===== src/rtl/fb_pkg.sv =====
// Shared constants, state encoding and write-buffer entry type for the
// frame-buffer arbiter slice.
package fb_pkg;

  localparam int H_PIX      = 200;
  localparam int V_PIX      = 150;
  localparam int FB_WORDS   = H_PIX * V_PIX;
  localparam int ADDR_W     = 15;
  localparam int DATA_W     = 4;
  localparam int WBUF_DEPTH = 4;

  // First out-of-range address and last valid address, at RAM address width.
  localparam logic [ADDR_W-1:0] FB_LIMIT = ADDR_W'(FB_WORDS);
  localparam logic [ADDR_W-1:0] FB_LAST  = ADDR_W'(FB_WORDS - 1);

  typedef enum logic [1:0] {
    IDLE  = 2'd0,
    DRAIN = 2'd1,
    CLEAR = 2'd2
  } fb_state_e;

  typedef struct packed {
    logic [ADDR_W-1:0] addr;
    logic [DATA_W-1:0] data;
  } wbuf_entry_t;

  // True when an address lies inside the 200x150 frame buffer.
  function automatic logic addr_in_range(input logic [ADDR_W-1:0] addr);
    return addr < FB_LIMIT;
  endfunction

endpackage


===== src/rtl/fb_wbuf.sv =====
// Small synchronous FIFO holding host pixel writes until the RAM port has
// a free slot. Pointers carry one extra wrap bit to tell full from empty.
module fb_wbuf
  import fb_pkg::*;
#(
  parameter int DEPTH = WBUF_DEPTH
) (
  input  logic        i_clk,
  input  logic        i_rst,
  input  logic        i_push,
  input  wbuf_entry_t i_push_entry,
  input  logic        i_pop,
  output wbuf_entry_t o_head,
  output logic        o_full,
  output logic        o_empty
);

  localparam int PTR_W = $clog2(DEPTH);

  wbuf_entry_t      mem_q [DEPTH];
  logic [PTR_W:0]   wr_ptr_q, wr_ptr_d;
  logic [PTR_W:0]   rd_ptr_q, rd_ptr_d;
  logic             do_push;
  logic             do_pop;

  assign o_empty = (wr_ptr_q == rd_ptr_q);
  assign o_full  = (wr_ptr_q[PTR_W] != rd_ptr_q[PTR_W]) &&
                   (wr_ptr_q[PTR_W-1:0] == rd_ptr_q[PTR_W-1:0]);
  assign o_head  = mem_q[rd_ptr_q[PTR_W-1:0]];

  // Guard the handshakes locally so a stray request can never corrupt the pointers.
  assign do_push = i_push && !o_full;
  assign do_pop  = i_pop && !o_empty;

  // Next-state pointer arithmetic.
  always_comb begin
    // NOTE: defaults first so every path assigns the outputs and no latch is inferred.
    wr_ptr_d = wr_ptr_q;
    rd_ptr_d = rd_ptr_q;
    if (do_push) wr_ptr_d = wr_ptr_q + 1'b1;
    if (do_pop)  rd_ptr_d = rd_ptr_q + 1'b1;
  end

  // Pointer registers; reset empties the buffer.
  always_ff @(posedge i_clk or posedge i_rst) begin
    // NOTE: non-blocking assignments so all registers sample pre-edge values.
    if (i_rst) begin
      wr_ptr_q <= '0;
      rd_ptr_q <= '0;
    end else begin
      wr_ptr_q <= wr_ptr_d;
      rd_ptr_q <= rd_ptr_d;
    end
  end

  // Entry storage written on accepted pushes.
  always_ff @(posedge i_clk) begin
    // NOTE: storage is not reset; the pointers alone decide which entries are live.
    if (do_push) mem_q[wr_ptr_q[PTR_W-1:0]] <= i_push_entry;
  end

endmodule


===== src/rtl/fb_arbiter.sv =====
// Single-port frame-buffer arbiter: scan-out reads have absolute priority,
// then the clear engine, then the host write buffer. RAM-side outputs are
// combinational from registered state plus the scan request/address.
module fb_arbiter
  import fb_pkg::*;
(
  input  logic              i_clk,
  input  logic              i_rst,
  input  logic              i_scan_req,
  input  logic [ADDR_W-1:0] i_scan_addr,
  output logic [DATA_W-1:0] o_scan_data,
  output logic              o_scan_valid,
  input  logic              i_wr_valid,
  input  logic [ADDR_W-1:0] i_wr_addr,
  input  logic [DATA_W-1:0] i_wr_data,
  output logic              o_wr_ready,
  input  logic              i_clr_start,
  input  logic [DATA_W-1:0] i_clr_color,
  output logic              o_clr_busy,
  output logic [ADDR_W-1:0] o_ram_addr,
  output logic              o_ram_we,
  output logic [DATA_W-1:0] o_ram_wdata,
  input  logic [DATA_W-1:0] i_ram_rdata
);

  fb_state_e         state_q, state_d;
  logic [ADDR_W-1:0] count_q, count_d;
  logic [DATA_W-1:0] color_q, color_d;

  // Scan return pipeline: stage 1 tracks the outstanding RAM read.
  logic              scan_p1_q;
  logic              scan_oob_p1_q;
  logic              scan_valid_q;
  logic [DATA_W-1:0] scan_data_q, scan_data_d;

  wbuf_entry_t       wbuf_head;
  wbuf_entry_t       wbuf_push_entry;
  logic              wbuf_push;
  logic              wbuf_pop;
  logic              wbuf_full;
  logic              wbuf_empty;

  // The host may only enqueue while no clear sequence is pending.
  assign o_wr_ready      = !wbuf_full && (state_q == IDLE);
  assign o_clr_busy      = (state_q != IDLE);
  assign wbuf_push       = i_wr_valid && o_wr_ready;
  assign wbuf_push_entry = '{addr: i_wr_addr, data: i_wr_data};

  fb_wbuf #(
    .DEPTH(WBUF_DEPTH)
  ) u_wbuf (
    .i_clk       (i_clk),
    .i_rst       (i_rst),
    .i_push      (wbuf_push),
    .i_push_entry(wbuf_push_entry),
    .i_pop       (wbuf_pop),
    .o_head      (wbuf_head),
    .o_full      (wbuf_full),
    .o_empty     (wbuf_empty)
  );

  // Slot arbitration: scan, then clear, then the write-buffer head, else idle.
  always_comb begin
    o_ram_addr  = '0;
    o_ram_we    = 1'b0;
    o_ram_wdata = '0;
    wbuf_pop    = 1'b0;
    if (i_scan_req) begin
      o_ram_addr = i_scan_addr;
    end else if (state_q == CLEAR) begin
      o_ram_addr  = count_q;
      o_ram_we    = 1'b1;
      o_ram_wdata = color_q;
    end else if (!wbuf_empty) begin
      // Out-of-range entries still consume the slot but are discarded.
      wbuf_pop = 1'b1;
      if (addr_in_range(wbuf_head.addr)) begin
        o_ram_addr  = wbuf_head.addr;
        o_ram_we    = 1'b1;
        o_ram_wdata = wbuf_head.data;
      end
    end
  end

  // Clear-sequence next state: drain pending host writes, then fill every word.
  always_comb begin
    state_d = state_q;
    count_d = count_q;
    color_d = color_q;
    unique case (state_q)
      IDLE: begin
        if (i_clr_start) begin
          color_d = i_clr_color;
          count_d = '0;
          state_d = DRAIN;
        end
      end
      DRAIN: begin
        // Checked on entry too, so an already-empty buffer costs one cycle.
        if (wbuf_empty) state_d = CLEAR;
      end
      CLEAR: begin
        // Scan-stolen slots simply postpone the current address.
        if (!i_scan_req) begin
          if (count_q == FB_LAST) state_d = IDLE;
          else                    count_d = count_q + 1'b1;
        end
      end
      default: state_d = IDLE;
    endcase
  end

  // Clear-sequence registers.
  always_ff @(posedge i_clk or posedge i_rst) begin
    if (i_rst) begin
      state_q <= IDLE;
      count_q <= '0;
      color_q <= '0;
    end else begin
      state_q <= state_d;
      count_q <= count_d;
      color_q <= color_d;
    end
  end

  // Returned read data, forced to zero for addresses outside the frame.
  always_comb begin
    scan_data_d = scan_data_q;
    if (scan_p1_q) scan_data_d = scan_oob_p1_q ? '0 : i_ram_rdata;
  end

  // Two-stage scan return pipeline giving a fixed latency of two cycles.
  always_ff @(posedge i_clk or posedge i_rst) begin
    if (i_rst) begin
      scan_p1_q     <= 1'b0;
      scan_oob_p1_q <= 1'b0;
      scan_valid_q  <= 1'b0;
      scan_data_q   <= '0;
    end else begin
      scan_p1_q     <= i_scan_req;
      scan_oob_p1_q <= i_scan_req && !addr_in_range(i_scan_addr);
      scan_valid_q  <= scan_p1_q;
      scan_data_q   <= scan_data_d;
    end
  end

  assign o_scan_valid = scan_valid_q;
  assign o_scan_data  = scan_data_q;

endmodule

===== config.mk =====
export PLATFORM = sky130hd
export DESIGN_NAME = fb_arbiter
export DESIGN_NICKNAME = d
export VERILOG_FILES = /design/src/rtl/fb_pkg.sv /design/src/rtl/fb_wbuf.sv /design/src/rtl/fb_arbiter.sv
export SDC_FILE = /design/constraint.sdc
export NUM_CORES = 1
export LEC_CHECK = 0
export BUFFER_PORTS_ARGS = -buffer_cell sky130_fd_sc_hd__buf_4
export CAP_MARGIN = 20
export CORE_MARGIN = 3
export CORE_UTILIZATION = 40
export DETAILED_ROUTE_END_ITERATION = 8
export SYNTH_ARGS = -nofsm -noshare
export SYNTH_HDL_FRONTEND = slang
export SYNTH_SLANG_ARGS = --single-unit
export TNS_END_PERCENT = 1

===== constraint.sdc =====
create_clock -name i_clk -period 2.5 [get_ports i_clk]
set_input_delay 0.25 -clock i_clk [delete_from_list [all_inputs] [get_ports i_clk]]
set_output_delay 0.25 -clock i_clk [all_outputs]
set_load 0.05 [all_outputs]

==> impl_metrics.tcl <==
set metrics [dict create \
    timing.final.ws_setup_ns -0.309 \
    rows 39 \
    grt_pass1_wl_um 16700 \
    port-buffer-count 73 \
    clock-skew-final_ns 0.0125 \
    grt_max_degree 35 \
    cp_data_arrival_time_ns 2.56 \
    finalSetupViolations 20 \
    crit_path_start_kind "register" \
    synth-edff-count 76 \
    drt-total-wl_um 10500 \
    required_ns 2.25 \
    core_mm2 0.0117 \
    hold_viol 0 \
    syn_area_per_cell_um2 14.1 \
    fin_util_pct 52.2 \
    yosys-top-cells-area "edfxtp_1 (47%), dfrtp_1 (17%), mux4_2 (7.9%), nand2_1 (3.5%), a221o_1 (2.9%)" \
    hpwl_um 7600 \
    yosys.area.top_type_share_pct 46.9 \
    slew_headroom_pct 69.5 \
    grt_pass1_vias 3270 \
    ios 74 \
    drt-vias-per-instance 5.45 \
    clk_latency_ns 0.35 \
    htree_levels 3 \
    yosys_warnings 0 \
    period_share_pct 112 \
    cp_max_fo 16 \
    final_nets 486 \
    overflow 0 \
    peakVddDrop_mv 0.403 \
    cts_num_sinks 110 \
    maxSlewViolCount 0 \
    grt_use_total_pct 16.3 \
    cts_buffer_depth 2 \
    cap_viol_max_count 0 \
    cellPowerDensity_mw_per_mm2 1100 \
    syn_area_mm2 0.00487 \
    drc 0 \
    end_kind "output pin" \
    post_cts_buffers 0 \
    crit_type "reg -> out" \
    violations "negative setup slack" \
    drt_iter0_markers 138 \
    hold_class "in -> async" \
    syn-num-nets 397 \
    async_flop_share_pct 30.9 \
    ys_seq_area_share_pct 64.4 \
    synth_top_area_cell "edfxtp_1" \
    synthCells 344 \
    cts_buffers 9 \
    root_buffer "clkbuf_16" \
    gp_congestion 0.808 \
    postCtsHoldBufs 0 \
    synth_cell_types 42 \
    period_minus_slack_ns 2.81 \
    dieHeight_um 116 \
    path_clk_slew_ns 0.08 \
    grt_setup_unrepaired "true" \
    cts_tree "yes" \
    first_pass_iters 4 \
    dominantRegCellSynth "edfxtp_1" \
    die-area_mm2 0.0135 \
    ys_ff_latch 110 \
    p_leak_nw 2.34 \
    die_x_um 116 \
    nFillCells 976 \
    netlist_top_cells_count "edfxtp_1 (76), nand2_1 (45), dfrtp_1 (34)" \
    wl_per_cell_um 18.1 \
    status "finished, violations left" \
    start_util_pct 41.7 \
    fmax_ghz 0.356 \
    worst_slew_pin_slew_ns 0.458 \
    holdWs_ns 0.00205 \
    ant_nets 0 \
    yosysMostFrequentCell "edfxtp_1" \
    num_vias 3165 \
    drive_above_1_share_pct 30.1 \
    syn2layout_area_growth_pct 25.1 \
    antenna_cells 0 \
    antenna_found_initial 0 \
]
kinds of logic (layout without fill, tap and decap cells):
| logic type | count (synthesis) | after routing | share of synthesized area, % |
|---|---|---|---|
| muxes | 19 | 19 | 8.95 |
| buffers and inverters | 27 | 121 | 2.52 |
| DFF | 110 | 110 | 64.4 |
| adders and majority gates | 6 | 6 | 1.54 |
| and+or+nand+nor | 109 | 109 | 11.4 |
| xor gates and xnor gates | 7 | 7 | 1.26 |
| AOI/OAI and AO/OA | 66 | 66 | 9.92 |
per-stage QoR:
step,setup TNS [ns],cells,cell area [um2],worst slack [ns],power [mW]
after CTS,-5.18,581,6090,-0.327,6.76
after global routing,-6.78,581,6090,-0.390,7.04
after detailed placement,0,565,5720,0.0324,5.27
after global placement,0,565,5720,0.0723,5.23
final,-4.79,581,6090,-0.309,6.69
after floorplan,-0.612,344,4870,-0.0753,4.30
cells in the final DEF, fill, tap and decap left out, drive strengths merged, types with 2 or more instances in the layout:
master,n
clkbuf,10
or4,10
or3,4
o21ai,12
ha,6
a221o,14
o21a,2
and3,8
and2,3
nor4bb,2
dfrtp,34
nor3,3
o31ai,10
a21oi,17
nand2,45
xor2,3
nand3b,4
xnor2,4
inv,14
nor2,18
nand3,4
a21o,3
mux4,19
buf,94
edfxtp,76
nand2b,2
clkinv,2
nand4,2
a22o,5
final cells by class:
cell class,count,area (um2),area share [%]
sequential,110,3130,51.5
multi-input combinational,207,1620,26.6
timing repair buffer,94,823,13.5
clock buffer,10,229,3.76
tap,143,179,2.94
clock inverter,6,61.3,1.01
inverter,11,41.3,0.678
sequential cells by signal, summed over array words and instances (netlist names):
register and flops:
color_q 4, o_scan_valid 1, scan_p1_q 1, state_q 2, o_scan_data 4, scan_oob_p1_q 1, count_q 15, u_wbuf.mem_q 76
u_wbuf.rd_ptr_q 3, u_wbuf.wr_ptr_q 3
layer usage:
layer  GRT usage (%)  vias up  wire length (um)
li1                -     1512                 -
met1            20.5     1588              4560
met2            28.1       53              5520
met3            3.58       12               327
met4            5.72        0               140
met5               0        -                 0
worst paths after layout:
path                                         start                  to  slack (ns)  depth (start not counted)
min in group i_clk                  i_clr_color[3]          color_q[3]        0.09                          3
max in group asynchronous                    i_rst  u_wbuf.rd_ptr_q[0]        2.16                          3
worst max register to register  u_wbuf.rd_ptr_q[0]  u_wbuf.mem_q[0][6]        0.31                          7
worst min register to register          color_q[1]          color_q[1]        0.49                          2
worst min-delay path                         i_rst         count_q[12]       0.002                          3
worst max-delay path            u_wbuf.rd_ptr_q[0]       o_ram_addr[1]       -0.31                          7
what timing repair did:
action,in CTS,in global routing
pin swaps,7,0
gates resized for setup,19,0
setup endpoints to repair,20,20
worst max-delay path: stages, from the launching register on:
cell and delay, ns:
dfrtp_1 0.37, buf_12 0.15, mux4_2 0.56, or3_4 0.43
a21oi_4 0.18, buf_12 0.16, a221o_1 0.20, buf_6 0.17
power by group:
| group | internal [mW] | switching [mW] |
|---|---|---|
| Clock | 0.701 | 0.669 |
| Combinational | 1.22 | 1.73 |
| Sequential | 2.24 | 0.129 |
Power figures use the tool's default switching activity.
